==> src/rtl/aes_byte_stream_loader_pkg.sv <==
// ---------------------------------------------------------------------------
// aes_pkg
//   Shared types and constants for the byte-serial AES loader.
//   - aes_block_t     : one 128-bit AES block (plaintext, key or ciphertext)
//   - loader_state_t  : loader FSM states
//   - BYTES_PER_BLOCK : bytes in one 128-bit block
//   - is_load_state() : true for the states that accept input bytes
// ---------------------------------------------------------------------------
package aes_pkg;

  typedef logic [127:0] aes_block_t;

  typedef enum logic [1:0] {
    LOAD_DATA = 2'd0,
    LOAD_KEY  = 2'd1,
    SETTLE    = 2'd2,
    DRAIN     = 2'd3
  } loader_state_t;

  localparam int unsigned BYTES_PER_BLOCK = 16;

  // Byte counter value of the 16th byte of a block.
  localparam logic [3:0] LAST_BYTE_IDX = 4'(BYTES_PER_BLOCK - 1);

  // The input port is only open while a block or key is being assembled.
  function automatic logic is_load_state(input loader_state_t s);
    return (s == LOAD_DATA) || (s == LOAD_KEY);
  endfunction

endpackage

==> src/rtl/aes_byte_stream_loader_shift128.sv <==
// ---------------------------------------------------------------------------
// aes_byte_shift128
//   128-bit register that moves one byte per cycle, MSB first.
//   Priority: parallel load > shift-in > shift-out > hold.
//   Ports:
//     clk, rst_n     : clock, asynchronous active-low reset (clears to 0)
//     i_load         : load i_load_word in parallel
//     i_load_word    : parallel load value
//     i_shift_in     : shift left one byte, i_byte enters at the LSB end
//     i_byte         : byte shifted in
//     i_shift_out    : shift left one byte, zero enters at the LSB end
//     o_word         : current register contents
// ---------------------------------------------------------------------------
module aes_byte_shift128
  import aes_pkg::*;
(
  input  logic         clk,
  input  logic         rst_n,
  input  logic         i_load,
  input  logic [127:0] i_load_word,
  input  logic         i_shift_in,
  input  logic [7:0]   i_byte,
  input  logic         i_shift_out,
  output logic [127:0] o_word
);

  aes_block_t r_word;

  // Block register: parallel load, byte shift-in or byte shift-out.
  always_ff @(posedge clk or negedge rst_n) begin
    if (!rst_n) begin
      r_word <= 128'd0;
    end else if (i_load) begin
      r_word <= i_load_word;
    end else if (i_shift_in) begin
      r_word <= {r_word[119:0], i_byte};
    end else if (i_shift_out) begin
      r_word <= {r_word[119:0], 8'h00};
    end else begin
      r_word <= r_word;
    end
  end

  assign o_word = r_word;

endmodule

==> src/rtl/aes_byte_stream_loader.sv <==
// ---------------------------------------------------------------------------
// aes_byte_stream_loader
//   Byte-serial wrapper around a combinational AES-128 encryption core.
//   Plaintext (and, unless reused, key) bytes arrive MSB first on a
//   valid/ready port and are assembled into core_data / core_key. After the
//   words have been held stable for SETTLE_CYCLES cycles the core result is
//   captured and returned MSB first on a second valid/ready port.
//   Ports:
//     clk, rst_n            : clock, asynchronous active-low reset
//     in_valid/in_ready     : input byte handshake
//     in_byte               : input byte
//     key_hold              : with the 16th data byte, reuse the loaded key
//     core_data, core_key   : words driving the core
//     core_en_key           : core ciphertext
//     out_valid/out_ready   : output byte handshake
//     out_byte              : ciphertext byte
//     busy                  : any activity besides idle LOAD_DATA
// ---------------------------------------------------------------------------
module aes_byte_stream_loader
  import aes_pkg::*;
#(
  parameter int SETTLE_CYCLES = 2,
  parameter int BYTE_W        = 8
) (
  input  logic         clk,
  input  logic         rst_n,
  input  logic         in_valid,
  output logic         in_ready,
  input  logic [7:0]   in_byte,
  input  logic         key_hold,
  output logic [127:0] core_data,
  output logic [127:0] core_key,
  input  logic [127:0] core_en_key,
  output logic         out_valid,
  input  logic         out_ready,
  output logic [7:0]   out_byte,
  output logic         busy
);

  if (BYTE_W != 8) begin : g_byte_w_check
    $error("aes_byte_stream_loader: BYTE_W must be 8");
  end

  if ((SETTLE_CYCLES < 1) || (SETTLE_CYCLES > 15)) begin : g_settle_check
    $error("aes_byte_stream_loader: SETTLE_CYCLES must be within 1..15");
  end

  localparam logic [3:0] SETTLE_LAST = 4'(SETTLE_CYCLES - 1);

  // Registered state and outputs.
  loader_state_t r_state;
  logic [3:0]    r_byte_cnt;
  logic [3:0]    r_settle_cnt;
  logic          r_key_valid;
  logic          r_out_valid;
  logic          r_in_ready;
  logic          r_busy;

  // Next-state values and shifter strobes.
  loader_state_t w_next_state;
  logic [3:0]    w_next_byte_cnt;
  logic [3:0]    w_next_settle_cnt;
  logic          w_next_key_valid;
  logic          w_next_out_valid;
  logic          w_next_in_ready;
  logic          w_next_busy;
  logic          w_data_shift;
  logic          w_key_shift;
  logic          w_ct_load;
  logic          w_ct_shift;

  logic          w_in_xfer;
  logic          w_out_xfer;
  logic [127:0]  w_data_word;
  logic [127:0]  w_key_word;
  logic [127:0]  w_ct_word;
  logic [119:0]  w_ct_tail_unused;

  // in_ready is only ever high in the two load states, so this is the
  // complete acceptance condition.
  assign w_in_xfer  = in_valid & r_in_ready;
  assign w_out_xfer = r_out_valid & out_ready;

  aes_byte_shift128 u_data_sr (
    .clk         (clk),
    .rst_n       (rst_n),
    .i_load      (1'b0),
    .i_load_word (128'd0),
    .i_shift_in  (w_data_shift),
    .i_byte      (in_byte),
    .i_shift_out (1'b0),
    .o_word      (w_data_word)
  );

  aes_byte_shift128 u_key_sr (
    .clk         (clk),
    .rst_n       (rst_n),
    .i_load      (1'b0),
    .i_load_word (128'd0),
    .i_shift_in  (w_key_shift),
    .i_byte      (in_byte),
    .i_shift_out (1'b0),
    .o_word      (w_key_word)
  );

  aes_byte_shift128 u_ct_sr (
    .clk         (clk),
    .rst_n       (rst_n),
    .i_load      (w_ct_load),
    .i_load_word (core_en_key),
    .i_shift_in  (1'b0),
    .i_byte      (8'h00),
    .i_shift_out (w_ct_shift),
    .o_word      (w_ct_word)
  );

  // Only the top ciphertext byte leaves the block; the rest just feeds
  // the shift chain.
  assign w_ct_tail_unused = w_ct_word[119:0];

  // Next-state logic, counters and shifter strobes for the loader FSM.
  always_comb begin
    w_next_state      = r_state;
    w_next_byte_cnt   = r_byte_cnt;
    w_next_settle_cnt = r_settle_cnt;
    w_next_key_valid  = r_key_valid;
    w_next_out_valid  = 1'b0;
    w_data_shift      = 1'b0;
    w_key_shift       = 1'b0;
    w_ct_load         = 1'b0;
    w_ct_shift        = 1'b0;

    case (r_state)
      LOAD_DATA: begin
        if (w_in_xfer) begin
          w_data_shift = 1'b1;
          if (r_byte_cnt == LAST_BYTE_IDX) begin
            w_next_byte_cnt = 4'd0;
            // A held key is only honoured once a key has actually been loaded.
            if (key_hold && r_key_valid) begin
              w_next_state = SETTLE;
            end else begin
              w_next_state = LOAD_KEY;
            end
          end else begin
            w_next_byte_cnt = r_byte_cnt + 4'd1;
          end
        end else begin
          w_next_byte_cnt = r_byte_cnt;
        end
      end

      LOAD_KEY: begin
        if (w_in_xfer) begin
          w_key_shift = 1'b1;
          if (r_byte_cnt == LAST_BYTE_IDX) begin
            w_next_byte_cnt  = 4'd0;
            w_next_key_valid = 1'b1;
            w_next_state     = SETTLE;
          end else begin
            w_next_byte_cnt = r_byte_cnt + 4'd1;
          end
        end else begin
          w_next_byte_cnt = r_byte_cnt;
        end
      end

      SETTLE: begin
        // core_data/core_key are frozen here; the last settle cycle samples
        // the core output into the ciphertext register.
        if (r_settle_cnt == SETTLE_LAST) begin
          w_ct_load         = 1'b1;
          w_next_settle_cnt = 4'd0;
          w_next_state      = DRAIN;
        end else begin
          w_next_settle_cnt = r_settle_cnt + 4'd1;
        end
      end

      DRAIN: begin
        // out_valid rises one cycle after entering DRAIN, once the captured
        // top byte is already on out_byte.
        if (w_out_xfer) begin
          w_ct_shift = 1'b1;
          if (r_byte_cnt == LAST_BYTE_IDX) begin
            w_next_byte_cnt  = 4'd0;
            w_next_out_valid = 1'b0;
            w_next_state     = LOAD_DATA;
          end else begin
            w_next_byte_cnt  = r_byte_cnt + 4'd1;
            w_next_out_valid = 1'b1;
          end
        end else begin
          w_next_out_valid = 1'b1;
        end
      end

      default: begin
        w_next_state    = LOAD_DATA;
        w_next_byte_cnt = 4'd0;
      end
    endcase

    // Handshake and busy flags are registered from the next state so the
    // input port reopens only the cycle after the last output transfer.
    w_next_in_ready = is_load_state(w_next_state);
    w_next_busy     = !((w_next_state == LOAD_DATA) && (w_next_byte_cnt == 4'd0));
  end

  // FSM state, counters and registered handshake/status outputs.
  always_ff @(posedge clk or negedge rst_n) begin
    if (!rst_n) begin
      r_state      <= LOAD_DATA;
      r_byte_cnt   <= 4'd0;
      r_settle_cnt <= 4'd0;
      r_key_valid  <= 1'b0;
      r_out_valid  <= 1'b0;
      r_in_ready   <= 1'b0;
      r_busy       <= 1'b0;
    end else begin
      r_state      <= w_next_state;
      r_byte_cnt   <= w_next_byte_cnt;
      r_settle_cnt <= w_next_settle_cnt;
      r_key_valid  <= w_next_key_valid;
      r_out_valid  <= w_next_out_valid;
      r_in_ready   <= w_next_in_ready;
      r_busy       <= w_next_busy;
    end
  end

  assign in_ready  = r_in_ready;
  assign out_valid = r_out_valid;
  assign busy      = r_busy;
  assign core_data = w_data_word;
  assign core_key  = w_key_word;
  assign out_byte  = w_ct_word[127:120];

endmodule
==> config.mk <==
export PLATFORM = sky130hd
export DESIGN_NAME = aes_byte_stream_loader
export DESIGN_NICKNAME = d
export VERILOG_FILES = /design/src/rtl/aes_byte_stream_loader_pkg.sv /design/src/rtl/aes_byte_stream_loader_shift128.sv /design/src/rtl/aes_byte_stream_loader.sv
export SDC_FILE = /design/constraint.sdc
export NUM_CORES = 1
export LEC_CHECK = 0
export ABC_AREA = 1
export CORE_ASPECT_RATIO = 2
export CORE_MARGIN = 2
export CORE_UTILIZATION = 65
export CTS_CLUSTER_DIAMETER = 80
export DETAILED_ROUTE_END_ITERATION = 8
export DONT_BUFFER_PORTS = 1
export PLACE_DENSITY = 0.81
export SETUP_SLACK_MARGIN = 0.1
export SYNTH_ARGS = -nofsm -noshare
export SYNTH_HDL_FRONTEND = slang
export SYNTH_SLANG_ARGS = --single-unit
==> constraint.sdc <==
create_clock -name clk -period 3.1 [get_ports clk]
set_clock_uncertainty 0.15 [all_clocks]
set_input_delay 0.155 -clock clk [delete_from_list [all_inputs] [get_ports clk]]
set_output_delay 0.155 -clock clk [all_outputs]
set_load 0.005 [all_outputs]
==> results.json <==
{
  "synth-xor-area-share_pct": 0.2219,
  "clk_latency_ns": 0.57,
  "synth_edf_count": 0,
  "fp.dieH_um": 224.4,
  "drt-pass1-iter-count": 7,
  "synth_compound_area_share_pct": 7.205,
  "synth_common_cells": "398 x dfrtp_1, 196 x nand2_1, 149 x mux2_1, 123 x inv_1, 87 x mux2_2",
  "path_class": "reg -> reg",
  "place_ws_ns": 0.9027,
  "timing.fmax_ghz": 0.3639,
  "grtUsageTotal_pct": 30.73,
  "path_buf_inv": 2,
  "drc_errors": 0,
  "hold_class": "in -> async",
  "initial_core_util_pct": 66.27,
  "maxCapViolCount": 0,
  "setup_viol": 0,
  "cts_tree": "built",
  "cp_data_arrival_time_ns": 3.02,
  "avgSynthCellArea_sq_um": 12.66,
  "post-route-period-util_pct": 88.65,
  "period_minus_slack_ns": 2.748,
  "routed-wl-met2_um": 20540,
  "relSlewSlack_pct": 52.32,
  "cp_slowest_cell": "dlygate4sd3_1",
  "yosys_warnings": 0,
  "rrSetupSlack_ns": 0.35,
  "ir_drop_mv": 0.6976,
  "netlist_area_sq_mm": 0.01579,
  "startpoint_type": "register",
  "root_buffer": "clkbuf_16",
  "die-area_sq_mm": 0.02562,
  "cts_resized": 0,
  "yosysUniqueCellTypes": 28,
  "r2r-end": "busy",
  "leakagePower_uw": 0.009157,
  "post-cts-setup-buffers": 0,
  "core_area_sq_mm": 0.02382,
  "synth_top_family_by_area": "multiplexers",
  "grt_pass1_wl_um": 60670,
  "cp.required_ns": 3.37,
  "crit_family": "buffers and inverters",
  "netlist_instances": 1247,
  "hold_viol_final": 398,
  "holdWs_ns": -0.8571,
  "worst_pin_slew_ns": 0.7151,
  "viasPerCell": 6.220,
  "nNetsFinal": 1496,
  "htree_levels": 1,
  "finalMaxSlewViolations": 0,
  "clk_pin_slew_worst_paths_ns": 0.07,
  "core.rowCount": 80,
  "r2r-start": "r_byte_cnt[0]",
  "ant_nets": 0,
  "holdBufCountCts": 141,
  "gp_congestion": 0.8020,
  "area_growth_pct": 15.87,
  "status": "finished with violations",
  "synthTopCellsByArea": "dfrtp_1 63%, mux2_1 11%, mux2_2 6.2%",
  "clk_path_buf_depth": 3,
  "fp.dieW_um": 114.2,
  "grt_pass1_vias": 10890,
  "synthSimpleGateAreaFrac_pct": 6.444,
  "wl_met1_um": 12620,
  "post-synth-top-count-cell": "dfrtp_1",
  "setup_tns_ns": 0,
  "synth_seq_cells": 398,
  "yosysTopAreaCellShare_pct": 63.09,
  "drt-initial-drc-count": 829,
  "dp_hpwl_um": 24290,
  "met3_length_um": 3664,
  "antenna_found_initial": 2,
  "dp.cells": 1467,
  "synth-main-ff-cell": "dfrtp_1",
  "cts.sinks": 398,
  "final_cells": 1665,
  "synth_fa_ha_area_share_pct": 0.07926,
  "endpoint_kind": "register",
  "port_buffers": 0,
  "yosys.area.top_type": "dfrtp_1",
  "wl_per_cell_um": 23.84,
  "worst_slack_ns": 0.3519,
  "ys_seq_area_share_pct": 63.09,
  "num_vias": 10360,
  "cts-buffers-inserted": 31,
  "rr_worst_depth": 9,
  "drt-total-wl_um": 39700,
  "critPathMostFrequentCell": "nand3_1",
  "grt-ovfl-total": 0,
  "async_flop_share_pct": 100.0,
  "nFillCells": 1312,
  "syn_nets": 1389,
  "top_layer_used": "met4",
  "ioPinCount": 408,
  "power_density_mw_per_mm2": 716.0,
  "path_max_fanout": 4,
  "violations": "hold timing",
  "grt_max_degree": 399,
  "drive_gt1_share_pct": 11.48,
  "synth.area.mux_share_pct": 16.83,
  "rsz0062_at_grt": "false",
  "slowest_delay_ns": 0.59,
  "worstPathCellList": "ha_1 > nand3_1 > nor2_1 > nand3_1 > dlygate4sd3_1 > nand3_1 > dlygate4sd3_1 > nor2_1 > nand3_1"
}
## how the worst max path moves through the flow
stage / cells after the start / to / start
floorplan: 6 / u_data_sr.o_word[116] / in_ready
global placement: 5 / u_data_sr.o_word[71] / in_ready
detailed placement: 5 / u_data_sr.o_word[62] / in_ready
CTS: 9 / busy / r_byte_cnt[0]
global route: 9 / busy / r_byte_cnt[1]
finish: 9 / busy / r_byte_cnt[0]
## worst reg2reg max path: stages (launching register included)
cell and delay, ns:
dfrtp_1 0.40, ha_1 0.23, nand3_1 0.19, nor2_1 0.11, nand3_1 0.08, dlygate4sd3_1 0.58, nand3_1 0.09, dlygate4sd3_1 0.59
nor2_1 0.11, nand3_1 0.09
## state kept, by name, indices dropped and copies added (netlist names)
name	flops
r_key_valid	1
r_settle_cnt	4
in_ready	1
r_state	2
u_data_sr.o_word	128
r_byte_cnt	4
u_key_sr.o_word	128
busy	1
out_valid	1
u_ct_sr.o_word	128
## through the flow
stage | total power [uW] | utilization [%] | cell area [sq um]
6_report | 13100 | 76.78 | 18290
5_1_grt | 13630 | 76.78 | 18290
4_1_cts | 12890 | 76.76 | 18290
3_5_place_dp | 8792 | 66.61 | 15870
3_3_place_gp | 8649 | 66.61 | 15870
2_1_floorplan | 8213 | - | 15790
## kinds of logic (layout without fill, tap and decap cells)
kind of cell,Yosys count,in the layout
AOI/OAI and AO/OA,148,148
xor gates and xnor gates,4,4
buffers and inverters,207,336
and+or+nand+nor,253,253
DFF,398,398
muxes,236,236
adders and majority gates,1,1
other,0,2
## final cells by class
class	count	area, sq um	area share, %
flip-flops and latches	398	9960	54.45
multi-input cells	642	4887	26.72
clock buffers	48	919.6	5.028
repair buffers	154	1597	8.728
diodes	2	5.005	0.02736
clock inverters	7	87.58	0.4788
inverters	127	476.7	2.606
well taps	287	359.1	1.963
## power by group
group / leakage [uW] / total, uW / internal, uW / switching, uW
Clock: 0.000494 / 3960 / 2200 / 1770
Sequential: 0.00538 / 6560 / 6020 / 537
Combinational: 0.00328 / 2580 / 922 / 1650
## cell usage in the layout (no fill, tap or decap), drive strengths merged
cell         count
nand3b           2
nand3           29
nor3             1
bufinv           2
nor2            23
clkbuf          48
o221ai          86
dfrtp          398
a21oi            2
a31oi            9
xnor2            1
a21o             1
nand2          198
clkinvlp         1
diode            2
dlygate4sd3    141
clkinv           4
xor2             3
mux2           236
inv            127
o211ai          24
ha               1
buf             13
o21ai           26
## per-layer routing
metal  global-route usage [%]  up-vias
met1                    32.87     5102
li1                         -     4457
met4                    18.96        0
met5                        0        -
met3                    7.842      160
met2                    53.55      637
(Power assumes the default switching activity.)
